## src/rtl/lib_voq_requester.sv

```systemverilog
// ============================================================================
// Module   : lib_voq_requester
// Purpose  : Requester side of an NxM separable allocator. Incoming flits are
//            sorted into M virtual output queues; non-empty queues raise a
//            request bit and a valid one-hot grant pops the granted head.
// Options  : LIB_VOQ_REQUESTER_ERROR_EN adds a sticky o_error flag for
//            malformed grants (multi-hot, or granted queue empty).
// Revision : 1.0  initial release
// ============================================================================
`default_nettype none

module lib_voq_requester #(
    parameter int M     = 4,
    parameter int DEPTH = 4,
    parameter int WIDTH = 32
) (
    input  logic                 clk,
    input  logic                 reset_n,
    input  logic [WIDTH-1:0]     i_data,
    input  logic [$clog2(M)-1:0] i_dest,
    input  logic                 i_valid,
    output logic                 o_ready,
    output logic [0:M-1]         o_request,
    input  logic [0:M-1]         i_grant,
    output logic [WIDTH-1:0]     o_data,
    output logic                 o_valid,
    output logic [$clog2(M)-1:0] o_dest
`ifdef LIB_VOQ_REQUESTER_ERROR_EN
    ,
    output logic                 o_error
`endif
);

    localparam int c_dw = $clog2(M);
    localparam int c_pw = $clog2(DEPTH);
    localparam int c_cw = c_pw + 1;
    localparam logic [c_cw-1:0] c_full    = c_cw'(DEPTH);
    localparam logic [c_pw-1:0] c_ptr_one = c_pw'(1);
    localparam logic [c_cw-1:0] c_cnt_one = c_cw'(1);

    logic [WIDTH-1:0] r_mem   [M][DEPTH];
    logic [c_pw-1:0]  r_wptr  [M];
    logic [c_pw-1:0]  r_rptr  [M];
    logic [c_cw-1:0]  r_count [M];

    logic             w_push;
    logic             w_onehot;
    logic             w_valid_grant;
    logic [c_dw-1:0]  w_gidx;
    logic [M-1:0]     w_push_vec;
    logic [M-1:0]     w_pop_vec;

    // Request row: one bit per non-empty queue, from registered counts only.
    always_comb begin
        for (int m = 0; m < M; m++) begin
            o_request[m] = (r_count[m] != '0);
        end
    end

    // Grant decode: locate the set bit and accept only a one-hot grant on a non-empty queue.
    always_comb begin
        w_gidx = '0;
        for (int m = 0; m < M; m++) begin
            if (i_grant[m]) begin
                w_gidx = c_dw'(m);
            end
        end
        w_onehot      = ($countones(i_grant) == 1);
        w_valid_grant = w_onehot && o_request[w_gidx];
    end

    // Push acceptance depends only on the registered count, never on the grant.
    always_comb begin
        o_ready = 1'b0;
        if (int'(i_dest) < M) begin
            o_ready = (r_count[i_dest] != c_full);
        end
        w_push = i_valid && o_ready;
    end

    // Per-queue push/pop strobes.
    always_comb begin
        for (int m = 0; m < M; m++) begin
            w_push_vec[m] = w_push && (i_dest == c_dw'(m));
            w_pop_vec[m]  = w_valid_grant && (w_gidx == c_dw'(m));
        end
    end

    // Output presentation: head of the granted queue, forced to zero when idle.
    always_comb begin
        o_valid = w_valid_grant;
        o_dest  = w_valid_grant ? w_gidx : '0;
        o_data  = w_valid_grant ? r_mem[w_gidx][r_rptr[w_gidx]] : '0;
    end

    // Pointer and occupancy bookkeeping for every queue.
    always_ff @(posedge clk or negedge reset_n) begin
        if (!reset_n) begin
            for (int m = 0; m < M; m++) begin
                r_wptr[m]  <= '0;
                r_rptr[m]  <= '0;
                r_count[m] <= '0;
            end
        end else begin
            for (int m = 0; m < M; m++) begin
                if (w_push_vec[m]) begin
                    r_wptr[m] <= r_wptr[m] + c_ptr_one;
                end
                if (w_pop_vec[m]) begin
                    r_rptr[m] <= r_rptr[m] + c_ptr_one;
                end
                case ({w_push_vec[m], w_pop_vec[m]})
                    2'b10:   r_count[m] <= r_count[m] + c_cnt_one;
                    2'b01:   r_count[m] <= r_count[m] - c_cnt_one;
                    default: r_count[m] <= r_count[m];
                endcase
            end
        end
    end

    // Flit storage; contents are meaningless until written, so no reset.
    always_ff @(posedge clk) begin
        for (int m = 0; m < M; m++) begin
            if (w_push_vec[m]) begin
                r_mem[m][r_wptr[m]] <= i_data;
            end
        end
    end

`ifdef LIB_VOQ_REQUESTER_ERROR_EN
    logic w_bad_grant;
    logic r_error;

    assign w_bad_grant = ($countones(i_grant) > 1) || (w_onehot && !o_request[w_gidx]);
    assign o_error     = r_error;

    // Sticky flag for malformed grants; only reset clears it.
    always_ff @(posedge clk or negedge reset_n) begin
        if (!reset_n) begin
            r_error <= 1'b0;
        end else if (w_bad_grant) begin
            r_error <= 1'b1;
        end
    end
`endif

endmodule

`default_nettype wire

```

## config.mk

```make
export PLATFORM = sky130hd
export DESIGN_NAME = lib_voq_requester
export DESIGN_NICKNAME = d
export VERILOG_FILES = /design/src/rtl/lib_voq_requester.sv
export SDC_FILE = /design/constraint.sdc
export NUM_CORES = 1
export LEC_CHECK = 0
export ABC_AREA = 0
export CORE_UTILIZATION = 63
export CTS_CLUSTER_DIAMETER = 60
export DETAILED_ROUTE_END_ITERATION = 10
export DONT_BUFFER_PORTS = 1
export PLACE_DENSITY = 0.79
export SETUP_SLACK_MARGIN = 0.15
export SLEW_MARGIN = 20
export SYNTH_ARGS = -nofsm -noshare
export SYNTH_HDL_FRONTEND = slang
export SYNTH_SLANG_ARGS = --single-unit
```

## constraint.sdc

```tcl
create_clock -name clk -period 6.4 [get_ports clk]
set_input_delay 1.28 -clock clk [delete_from_list [all_inputs] [get_ports clk]]
set_output_delay 1.28 -clock clk [all_outputs]
set_load 0.05 [all_outputs]
```

### After elaboration in Yosys (flattened, before gate mapping)

Memories as Yosys holds them, arrays and structs flattened.
Cells that the tools add are included.

| word-level totals | value |
|---|---|
| bits in latches | 0 |
| register bits after elaboration | 28 |
| bits in writable memories | 512 |
| memories | 1 |
| input port bits | 41 |
| logic and storage cells | 139 |
| output and inout port bits | 40 |
| ROM bits | 0 |

| operators by class | value |
|---|---|
| bitwise logic cells | 7 |
| reduce and logical (&&, ||, !) cells | 27 |
| div/mod/pow operators | 0 |
| multiply operators | 0 |
| add/sub/neg operators | 19 |
| $lt $le $gt $ge | 11 |
| shift operators | 0 |
| equal/unequal tests | 16 |
| multiplexer cells | 46 |

Memory list:

| name | words | bits a word | read ports | clocked after memory_dff | wr ports | line | text |
|---|---|---|---|---|---|---|---|
| r_mem | 4 | 128 | 1 | 0 | 1 | 41 | `logic [WIDTH-1:0] r_mem [M][DEPTH];` |

Operator list:

| operator | count |
|---|---|
| two-way mux 128 bit | 10 |
| OR reduction 128 bit | 3 |
| demux 32 bit (select 2 bit) | 4 |
| two-way mux 32 bit | 7 |
| binary-select mux 32 bit (select 2 bit) | 1 |
| case mux 3 bit (2 select lines) | 4 |
| greater-or-equal comparator 3 bit, second input constant | 7 |
| inverter 2 -> 3 bit | 7 |
| adder 2 x 1 -> 2 bit, second input constant | 8 |
| == test 2 bit, second input constant | 8 |
| two-way mux 2 bit | 8 |
| logical AND 1 bit | 14 |
| adder 3 x 1 -> 3 bit, second input constant | 4 |
| == test 2 x 1 -> 1 bit, second input constant | 6 |
| < comparator 3 x 1 -> 1 bit, second input constant | 4 |
| nonzero test 3 bit | 4 |
| subtractor 3 x 1 -> 3 bit, second input constant | 4 |
| nonzero test 2 bit | 4 |
| two-way mux 1 bit | 7 |
| binary-select mux 3 bit (select 2 bit) | 1 |
| two-way mux 3 bit | 2 |
| adder 1 x 1 -> 2 bit | 2 |
| binary-select mux 2 bit (select 2 bit) | 1 |
| logical NOT 2 bit | 2 |
| 4 further kinds | 4 |

### Depth between registers and ports, before layout

| logic depth | value |
|---|---|
| depth after elaboration | 13 |
| depth in mapped cells | 16 |
| gate-level depth less buffers | 16 |

### Least setup slack after synthesis

Ideal clock, no wire load.

| timing | value |
|---|---|
| path kind | in2out |
| start | input i_grant[3] (netlist bit) |
| end | output o_data[0] |
| path buffers | 1 |
| stages on the path | 11 |
| required time | 5,120 ps |
| slack | 394 ps |
| arrival | 4,726 ps |
| cell sequence | inv_1 -> fa_1 -> inv_1 -> ha_1 -> ha_1 -> nor2_1 -> nand3b_1 -> nor3_2 -> o21ai_1 -> buf_2 -> o22ai_1 |

| on the way | value |
|---|---|
| cells in the longest elaborated chain, start to end | 10 |
| elaborated cells on any way between the ends | 18 |
| those cells by class | add/sub (2); eq/ne (1); mux (11); bitwise (2); reduce/logical (1); memory (1) |

Ends and longest elaborated chain:

| what | line | text |
|---|---|---|
| start, declared | 24 | `input logic [0:M-1] i_grant,` |
| two-way mux 2 bit | 64 | `if (i_grant[m]) begin` |
| inverter 2 -> 3 bit (implied by the code) | 69, 93 |  |
| binary-select mux 2 bit (select 2 bit) | 93 | `o_data = w_valid_grant ? r_mem[w_gidx][r_rptr[w_gidx]] : '0;` |
| two-way mux 2 bit (implied by the code) (2 in a row) | 93 |  |
| inverter 2 -> 3 bit (implied by the code) | 93 |  |
| binary-select mux 32 bit (select 2 bit) | 93 |  |
| two-way mux 32 bit (implied by the code) (2 in a row) | 93 |  |
| two-way mux 32 bit * | 93 |  |
| end, declared | 25 | `output logic [WIDTH-1:0] o_data,` |

Mark *: on every way between the ends. The rest lies on a longest branch, timed or not. The select of a mux whose other input is x is not followed.

### Worst setup path after layout

| timing | value |
|---|---|
| start | input i_grant[3] (netlist bit) |
| end | output o_data[18] |

Same word-level chain as after synthesis.

==> flow_metrics.py <==
metrics = {
    "critical_path": {
        "worstPathRequired_ns": 5.12,
        "crit_path_end_kind": "output pin",
        "ff2ff_path_depth": 11,
        "crit_fanout": 19,
        "start_kind": "primary input",
        "path_class": "primary input to output pin",
        "cp_data_arrival_time_ns": 4.37,
    },
    "global_route": {
        "grt_usage": 0.252,
        "grt_pass1_vias": 10230,
        "grt_start_max_net_pins": 133,
        "antenna_found_initial": 0,
        "grtUsageMet2": 0.410,
        "grt_overflow": 0,
        "use_met3": 0.0450,
        "grt_use_met1": 0.359,
        "grt_pass1_wl_um": 63700,
        "busiest_layer": "met2",
    },
    "floorplan": {
        "die_area_um2": 34900,
        "pin_count": 81,
        "floorplan.initialDensity": 0.641,
        "fp.coreArea_um2": 33500,
        "rows": 67,
        "dieWidth_um": 187,
        "die_h_um": 187,
    },
    "route": {
        "wl_per_cell_um": 28.4,
        "antenna_left": 0,
        "drtIter0Drc": 961,
        "viasPerCell": 6.56,
        "drc": 0,
        "wl_um": 42900,
        "firstDrtPassIters": 5,
        "vias": 9920,
    },
    "synth": {
        "netlist_area_um2": 21500,
        "synth-edff-count": 512,
        "async_flop_share": 0.0519,
        "yosysSeqAreaShare": 0.747,
        "postSynthAreaPerCell_um2": 22.3,
        "synthFlopType": "edfxtp_1",
        "syn-num-nets": 1036,
        "synth_seq_cells": 540,
        "netlist_instances": 966,
        "synth-warning-count": 0,
        "synth_cell_types": 37,
    },
    "clock_tree": {
        "cts.sinks": 540,
        "h-tree-depth": 2,
        "cts_resized": 0,
        "cts_tree": "built",
        "clock_latency_ns": 0.57,
        "root_buffer": "clkbuf_16",
        "clk_pin_slew_ns": 0.06,
        "cts_buffers": 52,
        "post_cts_buffers": 0,
        "clockBufferDepth": 3,
        "cts_hold_buf": 0,
    },
    "sta": {
        "relSlewSlack": 0.234,
        "finalSetupViolCount": 0,
        "fin_hold_ws_ns": 0.399,
        "setup_tns_ns": 0,
        "fin_crit_sh": 0.882,
        "fmax_ghz": 0.177,
        "hold_viol_final": 0,
        "min_period_ns": 5.65,
        "rsz0062_at_grt": "false",
        "tightestPinTransition_ns": 1.15,
        "skew_ns": 0.0168,
        "maxSlewViolCount": 0,
    },
    "pwr": {
        "power_density_nw_per_um2": 369,
        "leakage_nw": 8.02,
        "ir_drop_uv": 250,
    },
    "outcome": {
        "outcome": "complete, no violations",
    },
    "layout": {
        "layout.nets": 1093,
        "synthToLayoutAreaGrowth_pct": 11.5,
        "antenna_cells": 0,
        "most-common-layout-cells": "edfxtp_1, mux4_2, mux2i_1",
        "layout-drive-gt1-share": 0.218,
        "utilization": 0.715,
        "fill_cells": 1925,
        "mostFrequentLayoutCell": "edfxtp_1",
    },
    "placed_design": {
        "place.gp.congestion": 0.762,
        "hpwl_um": 21000,
        "port_buffers": 0,
    },
    "worst_hold_path": {
        "hp-class": "primary input to asynchronous set/reset pin",
    },
    "job": {
        "cap_violations": 0,
    },
}
## worst paths after layout
path                                   startpoint                      to  slack [ns]
min                                       reset_n  r_count[3]$_DFFE_PN0P_        0.40
max reg2reg                r_count[9]$_DFFE_PN0P_  r_count[5]$_DFFE_PN0P_        3.38
max                                    i_grant[3]              o_data[18]        0.75
min in group clk            r_rptr[7]$_DFFE_PN0P_   r_rptr[7]$_DFFE_PN0P_        0.48
max in group asynchronous                 reset_n   r_wptr[6]$_DFFE_PN0P_        5.92
min reg2reg                 r_rptr[7]$_DFFE_PN0P_   r_rptr[7]$_DFFE_PN0P_        0.48
## state kept, by name (all words and copies together) (netlist names)
signal	flops
r_rptr	8
r_wptr	8
r_count	12
r_mem	512
## metrics by stage
stage                     cell area, µm²  worst slack (ns)  instances  power, mW
after floorplan                    21500             0.394        966       5.42
after global placement             22200             0.825       1416       5.76
after detailed placement           22200             0.692       1416       5.81
after CTS                          23900             0.680       1511       8.87
after global routing               24000             0.614       1512       9.12
final                              24000             0.752       1512       8.84
## cells by family (layout without fill, tap and decap cells)
group / after synthesis / in the layout / share of synthesized area
AOI/OAI and AO/OA: 43 / 43 / 0.0131
xor gates and xnor gates: 24 / 24 / 0.00977
adders and majority gates: 29 / 29 / 0.0186
buffers and inverters: 77 / 175 / 0.0177
DFF: 540 / 540 / 0.747
muxes: 198 / 198 / 0.177
and+or+nand+nor: 55 / 55 / 0.0158
## cells in the mapped netlist (2+ instances only)
| cell | count | share of area |
|---|---|---|
| and2_1 | 16 | 0.0047 |
| and4b_1 | 2 | 0.00093 |
| buf_2 | 17 | 0.0040 |
| buf_4 | 2 | 0.00070 |
| buf_6 | 8 | 0.0042 |
| clkbuf_1 | 17 | 0.0030 |
| dfrtp_1 | 28 | 0.033 |
| edfxtp_1 | 512 | 0.71 |
| fa_1 | 5 | 0.0047 |
| ha_1 | 24 | 0.014 |
| inv_1 | 32 | 0.0056 |
| mux2i_1 | 67 | 0.031 |
| mux4_1 | 52 | 0.064 |
| mux4_2 | 79 | 0.083 |
| nand2_1 | 9 | 0.0016 |
| nand3_1 | 5 | 0.0012 |
| nor2_1 | 7 | 0.0012 |
| nor3_1 | 2 | 0.00047 |
| nor3_2 | 4 | 0.0019 |
| o21ai_0 | 5 | 0.0012 |
| o21ai_1 | 2 | 0.00047 |
| o22ai_1 | 32 | 0.0093 |
| or3_1 | 3 | 0.00087 |
| xnor2_1 | 13 | 0.0053 |
| xor2_1 | 11 | 0.0045 |
## worst max-delay path: stages
cell and delay [ns]:
inv_1 0.11, fa_1 0.56, inv_1 0.04, ha_1 0.18, ha_1 0.27, nor2_1 0.14, nand3_1 0.18, a211oi_2 0.53
o21ai_4 0.29, buf_4 0.33, o22ai_1 0.19, buf_4 0.24
## cell type report
cell class	instances	area [µm²]	share of cell area
clock inverter	32	352	0.0147
clock buffer	63	1360	0.0569
timing repair buffer	48	405	0.0169
sequential	540	16100	0.670
tap	448	561	0.0234
inverter	32	120	0.00501
multi-input combinational	349	5100	0.213
## routing by layer
| layer | wire [µm] | up-vias |
|---|---|---|
| met4 | 976 | 0 |
| met1 | 17500 | 5253 |
| li1 | - | 4146 |
| met2 | 21500 | 445 |
| met5 | 0 | - |
| met3 | 3010 | 76 |
## power breakdown
| part | total [mW] | internal (mW) | switching [mW] |
|---|---|---|---|
| clock | 3.09 | 1.80 | 1.28 |
| combinational | 1.49 | 0.526 | 0.960 |
| sequential | 4.26 | 4.15 | 0.112 |
No activity file was read; power rests on OpenSTA's default activity.
